<file path="config.mk">
export PLATFORM = sky130hd
export DESIGN_NAME = ysyx_25040109_trap_ctrl
export DESIGN_NICKNAME = d
export VERILOG_FILES = /design/src/rtl/ysyx_25040109_trap_ctrl.sv
export SDC_FILE = /design/constraint.sdc
export NUM_CORES = 1
export LEC_CHECK = 0
export CAP_MARGIN = 20
export CORE_MARGIN = 2
export CORE_UTILIZATION = 33
export CTS_CLUSTER_DIAMETER = 150
export DETAILED_ROUTE_END_ITERATION = 12
export HOLD_SLACK_MARGIN = 0.03
export PLACE_DENSITY = 0.88
export REMOVE_ABC_BUFFERS = 1
export SETUP_SLACK_MARGIN = 0.3
export SLEW_MARGIN = 20
export SYNTH_ARGS = -nofsm -noshare
export SYNTH_HDL_FRONTEND = slang
export SYNTH_SLANG_ARGS = --single-unit
</file>
<file path="constraint.sdc">
create_clock -name clk -period 2 [get_ports clk]
set_input_delay 0.2 -clock clk [delete_from_list [all_inputs] [get_ports clk]]
set_output_delay 0.2 -clock clk [all_outputs]
set_load 0.01 [all_outputs]
</file>
<file path="src/rtl/ysyx_25040109_trap_ctrl.sv">
// Trap sequencer and CSR write-port arbiter: runs the ecall mepc/mcause/redirect
// sequence, resolves mret redirects, and passes ordinary CSR writes to the port.
module ysyx_25040109_trap_ctrl #(
  parameter int unsigned                DATA_WIDTH  = 32,
  parameter logic [DATA_WIDTH-1:0]      ECALL_CAUSE = DATA_WIDTH'(11)
) (
  input  logic                  clk,
  input  logic                  rst_n,
  input  logic                  inst_valid,
  input  logic                  is_ecall,
  input  logic                  is_mret,
  input  logic                  is_csr_wr,
  input  logic [DATA_WIDTH-1:0] inst_pc,
  input  logic [11:0]           csr_addr_in,
  input  logic [DATA_WIDTH-1:0] csr_wdata_in,
  input  logic [DATA_WIDTH-1:0] mepc_in,
  input  logic [DATA_WIDTH-1:0] mtvec_in,
  output logic                  csr_we,
  output logic [11:0]           csr_addr,
  output logic [DATA_WIDTH-1:0] csr_wdata,
  output logic                  stall,
  output logic                  redirect_valid,
  output logic [DATA_WIDTH-1:0] redirect_pc,
  output logic                  busy,
  output logic [DATA_WIDTH-1:0] trap_cnt
);

  localparam logic [11:0] CSR_MEPC   = 12'h341;
  localparam logic [11:0] CSR_MCAUSE = 12'h342;

  typedef enum logic [1:0] {
    IDLE     = 2'd0,
    W_MEPC   = 2'd1,
    W_MCAUSE = 2'd2,
    REDIR    = 2'd3
  } state_e;

  state_e                state_q, state_d;
  logic [DATA_WIDTH-1:0] epc_q, epc_d;
  logic [DATA_WIDTH-1:0] cnt_q, cnt_d;
  logic                  accept;
  logic                  take_ecall;
  logic                  take_mret;
  logic                  take_csr;

  function automatic logic [DATA_WIDTH-1:0] sat_inc(input logic [DATA_WIDTH-1:0] v);
    return (&v) ? v : v + DATA_WIDTH'(1);
  endfunction

  // Priority decode: ecall beats mret beats a plain CSR write.
  assign accept     = rst_n && (state_q == IDLE) && inst_valid;
  assign take_ecall = accept && is_ecall;
  assign take_mret  = accept && !is_ecall && is_mret;
  assign take_csr   = accept && !is_ecall && !is_mret && is_csr_wr;

  always_comb begin
    state_d        = state_q;
    epc_d          = epc_q;
    cnt_d          = cnt_q;
    csr_we         = 1'b0;
    csr_addr       = '0;
    csr_wdata      = '0;
    stall          = 1'b0;
    redirect_valid = 1'b0;
    redirect_pc    = '0;

    unique case (state_q)
      IDLE: begin
        if (take_ecall) begin
          stall   = 1'b1;
          epc_d   = inst_pc;
          cnt_d   = sat_inc(cnt_q);
          state_d = W_MEPC;
        end else if (take_mret) begin
          redirect_valid = 1'b1;
          redirect_pc    = mepc_in;
        end else if (take_csr) begin
          csr_we    = 1'b1;
          csr_addr  = csr_addr_in;
          csr_wdata = csr_wdata_in;
        end
      end
      W_MEPC: begin
        csr_we    = 1'b1;
        csr_addr  = CSR_MEPC;
        csr_wdata = epc_q;
        stall     = 1'b1;
        state_d   = W_MCAUSE;
      end
      W_MCAUSE: begin
        csr_we    = 1'b1;
        csr_addr  = CSR_MCAUSE;
        csr_wdata = ECALL_CAUSE;
        stall     = 1'b1;
        state_d   = REDIR;
      end
      REDIR: begin
        redirect_valid = 1'b1;
        redirect_pc    = mtvec_in;
        state_d        = IDLE;
      end
      default: state_d = IDLE;
    endcase

    // Outputs stay quiet for the whole time reset is held, whatever the inputs.
    if (!rst_n) begin
      csr_we         = 1'b0;
      csr_addr       = '0;
      csr_wdata      = '0;
      stall          = 1'b0;
      redirect_valid = 1'b0;
      redirect_pc    = '0;
    end
  end

  assign busy     = rst_n && (state_q != IDLE);
  assign trap_cnt = cnt_q;

  always_ff @(posedge clk or negedge rst_n) begin
    if (!rst_n) begin
      state_q <= IDLE;
      epc_q   <= '0;
      cnt_q   <= '0;
    end else begin
      state_q <= state_d;
      epc_q   <= epc_d;
      cnt_q   <= cnt_d;
    end
  end

endmodule

</file>
==> flow_metrics.tcl, run 1 <==
set metrics [dict create \
    hpwl_mm 12.9 \
    nets 913 \
    end_kind "flip-flop" \
    drv_slew 0 \
    clock_latency_ns 0.33 \
    power.leakage_nw 3.78 \
    ctsRootBufferMaster "clkbuf_16" \
    status "finished with violations" \
    initial_utilization_pct 33.9 \
    yosys_warnings 0 \
    finalCritPeriodShare_pct 123 \
    dieArea_um2 12600 \
    grt_pass1_wl_mm 29.6 \
    via_per_inst 5.61 \
    clk_pin_slew_ns 0.06 \
    r2r_start "state_q[1]" \
    violations "setup timing" \
    vias 5104 \
    grt_start_max_net_pins 56 \
    crit_required_ns 2.22 \
    synth_area_um2 3880 \
    finalClockSkew_ns 0.0128 \
    synthArstFlopShare_pct 100 \
    coreArea_um2 11500 \
    fmaxAchievable_mhz 407 \
    maxCapViolCount 0 \
    antenna_found_initial 4 \
    yosysTopAreaCellShare_pct 42.5 \
    placedCellCount 834 \
    wl_per_cell_um 23.8 \
    r2r_cells 14 \
    critical_path_class "flip-flop to flip-flop" \
    final_hold_viol_count 0 \
    die_w_um 112 \
    io_buffers 257 \
    power_density_nw_per_um2 879 \
    grt_setup_unrepaired "yes" \
    post-place-ws_ns -0.494 \
    synth_area_leaders "dfrtp_1 43%, a22oi_1 12%, mux2_2 9.3%, nor2_1 7.4%, xor2_1 4.7%" \
    synth_edf_count 0 \
    drtAntennaViolNets 0 \
    crit_arrival_ns 2.68 \
    yosysSeqAreaShare_pct 42.5 \
    slew_headroom_pct 51.3 \
    setup_violations 143 \
    first_global_vias 5128 \
    htreeDepth 3 \
    dieHeight_um 112 \
    cts_tree "built" \
    grt-ovfl-total 0 \
    finalCriticalPeriod_ns 2.46 \
    path_max_fanout 5 \
    drtIter0Drc 446 \
    synth.most_common_cell "nor2_1" \
    fin_ws_ns -0.456 \
    drc 0 \
    dr.pass1.iters 5 \
    hold_path_class "input port to async pin" \
    clockBufferDepth 2 \
    worst_pin_slew_ns 0.730 \
    clock-sinks 66 \
    cts_made_buffers 9 \
    synthTopCellsByCount "77 x nor2_1, 66 x dfrtp_1, 61 x a22oi_1" \
    irDropWorstVdd_mv 0.715 \
    stdcell_count 910 \
    synth_seq_cells 66 \
    gp_congestion 0.912 \
    rows 39 \
    avgSynthCellArea_um2 9.56 \
    ys.flop_type "dfrtp_1" \
    area_growth_pct 118 \
    ios 258 \
    postSynthCellCount 406 \
    synth_cell_type_count 37 \
    drive_gt1_share_pct 45.5 \
    worstSetupStartpointType "flip-flop" \
    yosysTopAreaCell "dfrtp_1" \
    startpoint "state_q[1]" \
    grt_usage_pct 30.1 \
    drt-total-wl_mm 21.7 \
]
critical path, cell delays in order (launching register included):
cell and delay (ns):
dfrtp_1 0.40, inv_2 0.09, ha_4 0.15, buf_4 0.11
buf_6 0.08, buf_6 0.08, buf_6 0.09, nand4_1 0.15
buf_6 0.18, buf_12 0.12, nand2b_4 0.15, a311oi_2 0.18
buf_4 0.21, nand3_2 0.09, xnor2_1 0.26
metrics by stage:
step | utilization, % | TNS, ns | power, mW | area (um^2) | hold WS, ns
floorplan | - | -147.31 | 3.27 | 3780 | -0.0956
global placement | 61.2 | -27.64 | 4.87 | 7020 | 0.176
detailed placement | 61.2 | -31.14 | 4.99 | 7020 | 0.173
CTS | 68.3 | -12.97 | 6.76 | 7830 | 0.280
global route | 73.7 | -44.93 | 7.76 | 8450 | 0.331
finish | 73.8 | -37.20 | 7.44 | 8460 | 0.265
logic make-up after synthesis:
group / after synthesis / synth area share (%)
mux: 33 / 9.57
compound gates: 76 / 14.8
flops: 66 / 42.5
buf+inv: 31 / 3.03
xor+xnor: 31 / 6.99
simple gates: 162 / 20.8
fa+ha+maj: 7 / 2.26
layer usage:
layer | global-route usage (%) | vias up | share of wire (%)
met4 | 10.2 | 4 | 4.2
met2 | 50.9 | 335 | 48
met1 | 36.0 | 2508 | 38
li1 | - | 2178 | -
met3 | 10.3 | 79 | 9.3
met5 | 0 | - | 0.11
flip-flops by register name, summed over array words and instances (netlist names):
register and cells:
trap_cnt 32, state_q 2, epc_q 32
cell type report:
class | instances | area, um^2
Clock inverter | 7 | 53.8
Timing Repair Buffer | 370 | 3500
Antenna cell | 2 | 5.00
Tap cell | 143 | 179
Multi-Input combinational cell | 309 | 2830
Sequential cell | 66 | 1650
Fill cell | 715 | 3010
Inverter | 4 | 15.0
Clock buffer | 9 | 225
path summary, 6_finish.rpt:
path / end / slack, ns
max: trap_cnt[20] / -0.46
min: epc_q[4] / 0.27
max reg2reg: trap_cnt[20] / -0.46
min reg2reg: trap_cnt[18] / 0.51
max in group asynchronous: epc_q[1] / 1.00
min in group clk: epc_q[18] / 0.49
what timing repair did:
item | in CTS | in global routing
hold buffers | 2 | 0
gates resized for setup | 433 | 97
gates cloned | 5 | 4
hold endpoints to repair | 4 | 0
setup buffers | 34 | 13
pin swaps | 39 | 99
setup endpoints to repair | 120 | 146
where the power goes:
group,total [mW],switching (mW),internal (mW)
Combinational,3.95,1.84,2.11
Clock,1.49,0.640,0.845
Sequential,2.00,0.286,1.72
layout by cell type (no fill, tap or decap), drive strengths merged, types with 3 or more instances in the layout:
cell	instances
a221oi	3
a22oi	61
and2	7
and3	11
buf	188
clkbuf	12
clkdlybuf4s50	176
clkinv	3
clkinvlp	3
dfrtp	66
ha	7
inv	5
mux2	33
nand2	15
nand2b	3
nand3	16
nand4	8
nor2	77
nor3	10
nor4	5
o21a	3
o21ai	5
xnor2	10
xor2	21
(Power assumes the default switching activity.)
==> inputs of run 2 (changes only) <==
--- a/config.mk
+++ b/config.mk
@@ -7,11 +7,10 @@
 export LEC_CHECK = 0
 export CAP_MARGIN = 20
 export CORE_MARGIN = 2
-export CORE_UTILIZATION = 33
-export CTS_CLUSTER_DIAMETER = 150
+export CORE_UTILIZATION = 36
 export DETAILED_ROUTE_END_ITERATION = 12
 export HOLD_SLACK_MARGIN = 0.03
-export PLACE_DENSITY = 0.88
+export PLACE_DENSITY = 0.91
 export REMOVE_ABC_BUFFERS = 1
 export SETUP_SLACK_MARGIN = 0.3
 export SLEW_MARGIN = 20
==> constraint.sdc (replaced) <==
create_clock -name clk -period 2.3 [get_ports clk]
set_input_delay 0.23 -clock clk [delete_from_list [all_inputs] [get_ports clk]]
set_output_delay 0.23 -clock clk [all_outputs]
set_load 0.01 [all_outputs]
==> flow_metrics.tcl, run 2 (synthesis results as in run 1) <==
set metrics [dict create \
    status "finished with violations" \
    violations "setup timing" \
    slew_headroom_pct 59.6 \
    finalPower_mw 5.78 \
    hpwl_mm 12.6 \
    dieArea_um2 11600 \
    grt_setup_unrepaired "yes" \
    clockBufferDepth 2 \
    io_buffers 257 \
    end_kind "output port" \
    grt-ovfl-total 0 \
    nets 882 \
    clock-sinks 66 \
    crit_arrival_ns 2.18 \
    cts_tree "built" \
    clk_pin_slew_ns 0.10 \
    final_hold_viol_count 0 \
    cp_cell_sequence "inv_2 -> ha_4 -> nand3_4 -> nor4b_4 -> buf_6 -> buf_12 -> buf_16 -> a221oi_1 -> nor2_1 -> buf_2" \
    worst_pin_slew_ns 0.604 \
    grt_start_max_net_pins 39 \
    grt_pass1_wl_mm 26.1 \
    max_stage_delay_ns 0.40 \
    rows 37 \
    cts_made_buffers 9 \
    irDropWorstVdd_mv 0.549 \
    ctsRootBufferMaster "clkbuf_8" \
    clock_latency_ns 0.36 \
    power_frac_seq_pct 29.9 \
    area_growth_pct 104 \
    crit_required_ns 2.07 \
    drive_gt1_share_pct 42.4 \
    fin_ws_ns -0.111 \
    ios 258 \
    finalCritPeriodShare_pct 105 \
    first_global_vias 4849 \
    path_max_fanout 7 \
    wl_per_cell_um 23.8 \
    drc 0 \
    antenna_found_initial 0 \
    htreeDepth 3 \
    critical_path_class "flip-flop to output port" \
    power_density_nw_per_um2 730 \
    gp_congestion 0.900 \
    pwr-share-clk_pct 17.8 \
    fmaxAchievable_mhz 415 \
    finalClockSkew_ns 0.0204 \
    die_w_um 108 \
    vias 5017 \
    drtIter0Drc 565 \
    power.leakage_nw 3.44 \
    via_per_inst 5.77 \
    dr.pass1.iters 5 \
    coreArea_um2 10400 \
    setup_violations 52 \
    initial_utilization_pct 37.3 \
    crit_slowest_cell "dfrtp_1" \
    final_common_cell "clkdlybuf4s50_1" \
    p_comb_share_pct 52.4 \
    finalCriticalPeriod_ns 2.41 \
    diodes 0 \
    grt_usage_pct 29.5 \
    p_int_mw 3.56 \
    dieHeight_um 108 \
    n_fill_cell 615 \
    maxCapViolCount 0 \
    drv_slew 0 \
    post-place-ws_ns -0.284 \
    drt-total-wl_mm 20.7 \
    p_switching_mw 2.22 \
    worstSetupStartpointType "flip-flop" \
    layout_common_cells "176 x clkdlybuf4s50_1, 68 x nor2_1, 68 x buf_2" \
    drtAntennaViolNets 0 \
    swShare_pct 38.4 \
    hold_path_class "input port to async pin" \
]
-- run 2: power groups by stage --
| stage | Clock, mW | Sequential, mW | Combinational (mW) |
|---|---|---|---|
| after floorplan | 0 | 1.67 | 1.18 |
| after global placement | 0 | 1.69 | 2.46 |
| after detailed placement | 0 | 1.71 | 2.56 |
| after CTS | 1.03 | 1.70 | 2.56 |
| after global routing | 1.10 | 1.75 | 3.21 |
| final | 1.03 | 1.73 | 3.03 |
-- run 2: repair_timing --
| action | 4_1_cts | 5_1_grt |
|---|---|---|
| hold buffers | 1 | 0 |
| pin swaps | 55 | 95 |
| setup buffers | 18 | 25 |
| endpoints found under the hold margin | 11 | 0 |
| endpoints found under the setup margin | 94 | 99 |
| cloned | 6 | 2 |
| resized for setup | 379 | 98 |
-- run 2: final cells by class --
type | instances | area [um^2] | share of cell area (%)
clock inverters | 7 | 76.3 | 0.963
inverters | 4 | 15.0 | 0.190
repair buffers | 339 | 3200 | 40.4
clock buffers | 9 | 124 | 1.56
well taps | 136 | 170 | 2.15
multi-input cells | 309 | 2680 | 33.8
flip-flops and latches | 66 | 1660 | 20.9
-- run 2: worst max-delay path, delay by kind of cell, from the launching register on --
family,cells,cell delay (ns)
buffers and inverters,5,0.68
AND/OR/NAND/NOR,3,0.54
flip-flops,1,0.40
adder cells (fa/ha/maj),1,0.16
AO/OA/AOI/OAI,1,0.07
-- run 2: final timing paths --
path | startpoint | endpoint | slack (ns) | cells after the start
worst max-delay path | state_q[0] | csr_wdata[0] | -0.11 | 10
worst min-delay path | rst_n | epc_q[6] | 0.06 | 3
worst max register to register | state_q[0] | trap_cnt[15] | 0 | 12
worst min register to register | trap_cnt[16] | trap_cnt[16] | 0.50 | 1
max in group asynchronous | rst_n | epc_q[3] | 1.24 | 3
min in group clk | inst_pc[6] | epc_q[6] | 0.48 | 2
-- run 2: layer usage --
metal	up-vias	part of all wire [%]	track usage (%)
li1	2120	-	-
met1	2469	36	35.3
met2	336	49	48.8
met3	92	11	11.5
met4	0	4.4	8.88
met5	-	0	0
-- run 2: metrics by stage --
step	TNS, ns	instance area, um^2	hold slack (ns)	instances	utilization, %
after floorplan	-106.18	3780	-0.0656	379	-
after global placement	-6.98	6820	0.234	802	65.5
after detailed placement	-11.12	6820	0.240	802	65.5
after CTS	0	7200	0.0770	843	69.2
after global routing	-10.13	7920	0.0882	870	76.1
final	-2.50	7920	0.0638	870	76.1
==> inputs of run 3 (changes only) <==
--- a/config.mk
+++ b/config.mk
@@ -9,10 +9,12 @@
 export CORE_MARGIN = 2
 export CORE_UTILIZATION = 36
 export DETAILED_ROUTE_END_ITERATION = 12
+export GPL_TIMING_DRIVEN = 0
 export HOLD_SLACK_MARGIN = 0.03
 export PLACE_DENSITY = 0.91
 export REMOVE_ABC_BUFFERS = 1
 export SETUP_SLACK_MARGIN = 0.3
+export SKIP_LAST_GASP = 1
 export SLEW_MARGIN = 20
 export SYNTH_ARGS = -nofsm -noshare
 export SYNTH_HDL_FRONTEND = slang
==> flow_metrics.tcl, run 3 (synthesis results as in run 1) <==
set metrics [dict create \
    clock_latency_ns 0.34 \
    cpMostUsedCell "buf_6" \
    finalCritPeriodShare_pct 111 \
    worstSetupStartpointType "flip-flop" \
    dr.pass1.iters 5 \
    multiInputGateArea_um2 2620 \
    grt_util_met2_pct 46.5 \
    crit_arrival_ns 2.33 \
    reg2reg_to "trap_cnt[18]" \
    r2r_start "state_q[0]" \
    cts_made_buffers 9 \
    nets 877 \
    initial_utilization_pct 37.3 \
    critical_path.top_delay_family "buffers and inverters" \
    worst-path-buf-inv 6 \
    r2r_setup_slack_ns 0.13 \
    drc 0 \
    ios 258 \
    grt_start_max_net_pins 40 \
    area_growth_pct 99.0 \
    crit_required_ns 2.07 \
    finalCriticalPeriod_ns 2.56 \
    cts_tree "built" \
    final_area_um2 7720 \
    status "finished with violations" \
    drtIter0Drc 529 \
    drv_slew 0 \
    drt-total-wl_mm 19.6 \
    grt_use_met3_pct 10.7 \
    irDropWorstVdd_mv 0.413 \
    post-place-ws_ns -0.951 \
    rows 37 \
    finalClockSkew_ns 0.0164 \
    n_fill_cell 630 \
    critical_path_class "flip-flop to output port" \
    power.leakage_nw 3.39 \
    antenna_found_initial 0 \
    fmaxAchievable_mhz 391 \
    crit_slowest_cell "dfrtp_1" \
    grt_pass1_wl_mm 25.9 \
    grt-ovfl-total 0 \
    end_kind "output port" \
    grt_usage_pct 28.8 \
    clk_pin_slew_ns 0.07 \
    drive_gt1_share_pct 39.9 \
    violations "setup timing" \
    fin_ws_ns -0.258 \
    io_buffers 257 \
    dieArea_um2 11600 \
    wl_per_cell_um 22.6 \
    dieHeight_um 108 \
    grt_setup_unrepaired "yes" \
    maxCapViolCount 0 \
    postLayoutCoreUtil_pct 74.2 \
    first_global_vias 4715 \
    power_density_nw_per_um2 731 \
    seq_area_um2 1660 \
    grt-busiest-layer "met2" \
    place_area_um2 6630 \
    r2r_cells 9 \
    max_stage_delay_ns 0.39 \
    via_per_inst 5.65 \
    clockBufferDepth 2 \
    slew_headroom_pct 64.1 \
    worst_pin_slew_ns 0.537 \
    drtAntennaViolNets 0 \
    vias 4895 \
    cp_cell_sequence "inv_2 -> ha_4 -> nand3_4 -> buf_12 -> nor3b_4 -> buf_6 -> buf_4 -> buf_6 -> a22oi_1 -> nor2_1 -> buf_2" \
    clock-sinks 66 \
    setup_violations 76 \
    die_w_um 108 \
    layout_common_cells "177 x clkdlybuf4s50_1, 70 x nor2_1, 69 x buf_2" \
    path_max_fanout 7 \
    hpwl_mm 11.5 \
    gp_congestion 0.843 \
    ctsRootBufferMaster "clkbuf_8" \
    grt_use_met1_pct 35.7 \
    final_hold_viol_count 0 \
    hold_path_class "input port to async pin" \
    final_common_cell "clkdlybuf4s50_1" \
    htreeDepth 3 \
    coreArea_um2 10400 \
]
## run 3: changes by cell type in the layout (fill, tap and decap cells not counted), moves of 4 or more
cell,before,now
buf_4,48,43
buf_16,6,2
nor3_1,2,7
nor3_2,7,2
a22oi_2,34,30
a22oi_1,27,31
## run 3: worst max-delay path by stage
stage,from,endpoint,cells after the start
floorplan,state_q[0],csr_addr[6],7
global placement,rst_n,trap_cnt[31],6
detailed placement,rst_n,redirect_pc[24],9
CTS,state_q[1],csr_addr[9],12
global route,state_q[0],redirect_pc[8],11
finish,state_q[0],redirect_pc[8],11
## run 3: metrics by stage
stage	hold slack (ns)	power, mW	std cells	TNS, ns
floorplan	-0.0656	2.84	379	-106.18
finish	0.0599	5.64	866	-10.03
CTS	0.0514	5.21	840	-0.0635
detailed placement	0.187	4.04	780	-72.23
global route	0.0636	5.92	865	-15.01
global placement	0.476	3.90	772	-768.01
## run 3: area by class of cell
class                   count  area share, %
flip-flops and latches     66           21.4
repair buffers            333           39.8
clock buffers              11           1.96
inverters                   4          0.194
diodes                      1         0.0324
clock inverters             5          0.486
well taps                 136           2.20
multi-input cells         310           33.9
## run 3: repair_timing
action / in CTS / in global routing
gates cloned: 4 / 3
hold buffers: 4 / 0
endpoints found under the hold margin: 27 / 0
setup buffers: 36 / 22
pin swaps: 55 / 77
setup endpoints to repair: 123 / 96
resized for setup: 384 / 64
## run 3: worst register-to-register path, cell delays in order (launching register included)
cell	delay, ns
dfrtp_1	0.39
inv_2	0.09
ha_4	0.17
buf_4	0.12
nand4_1	0.19
buf_6	0.22
nand2b_4	0.15
a311oi_4	0.41
nand3_2	0.16
xnor2_2	0.16
## run 3: where the power goes
part	leakage (nW)	internal [mW]	switching (mW)
Combinational	2.45	1.49	1.47
Clock	0.0919	0.454	0.478
Sequential	0.849	1.49	0.260
## run 3: per-layer routing
layer / vias to the layer above / part of all wire (%)
met5: - / 0
met4: 0 / 3.4
met3: 70 / 11
met2: 326 / 48
met1: 2391 / 38
li1: 2108 / -
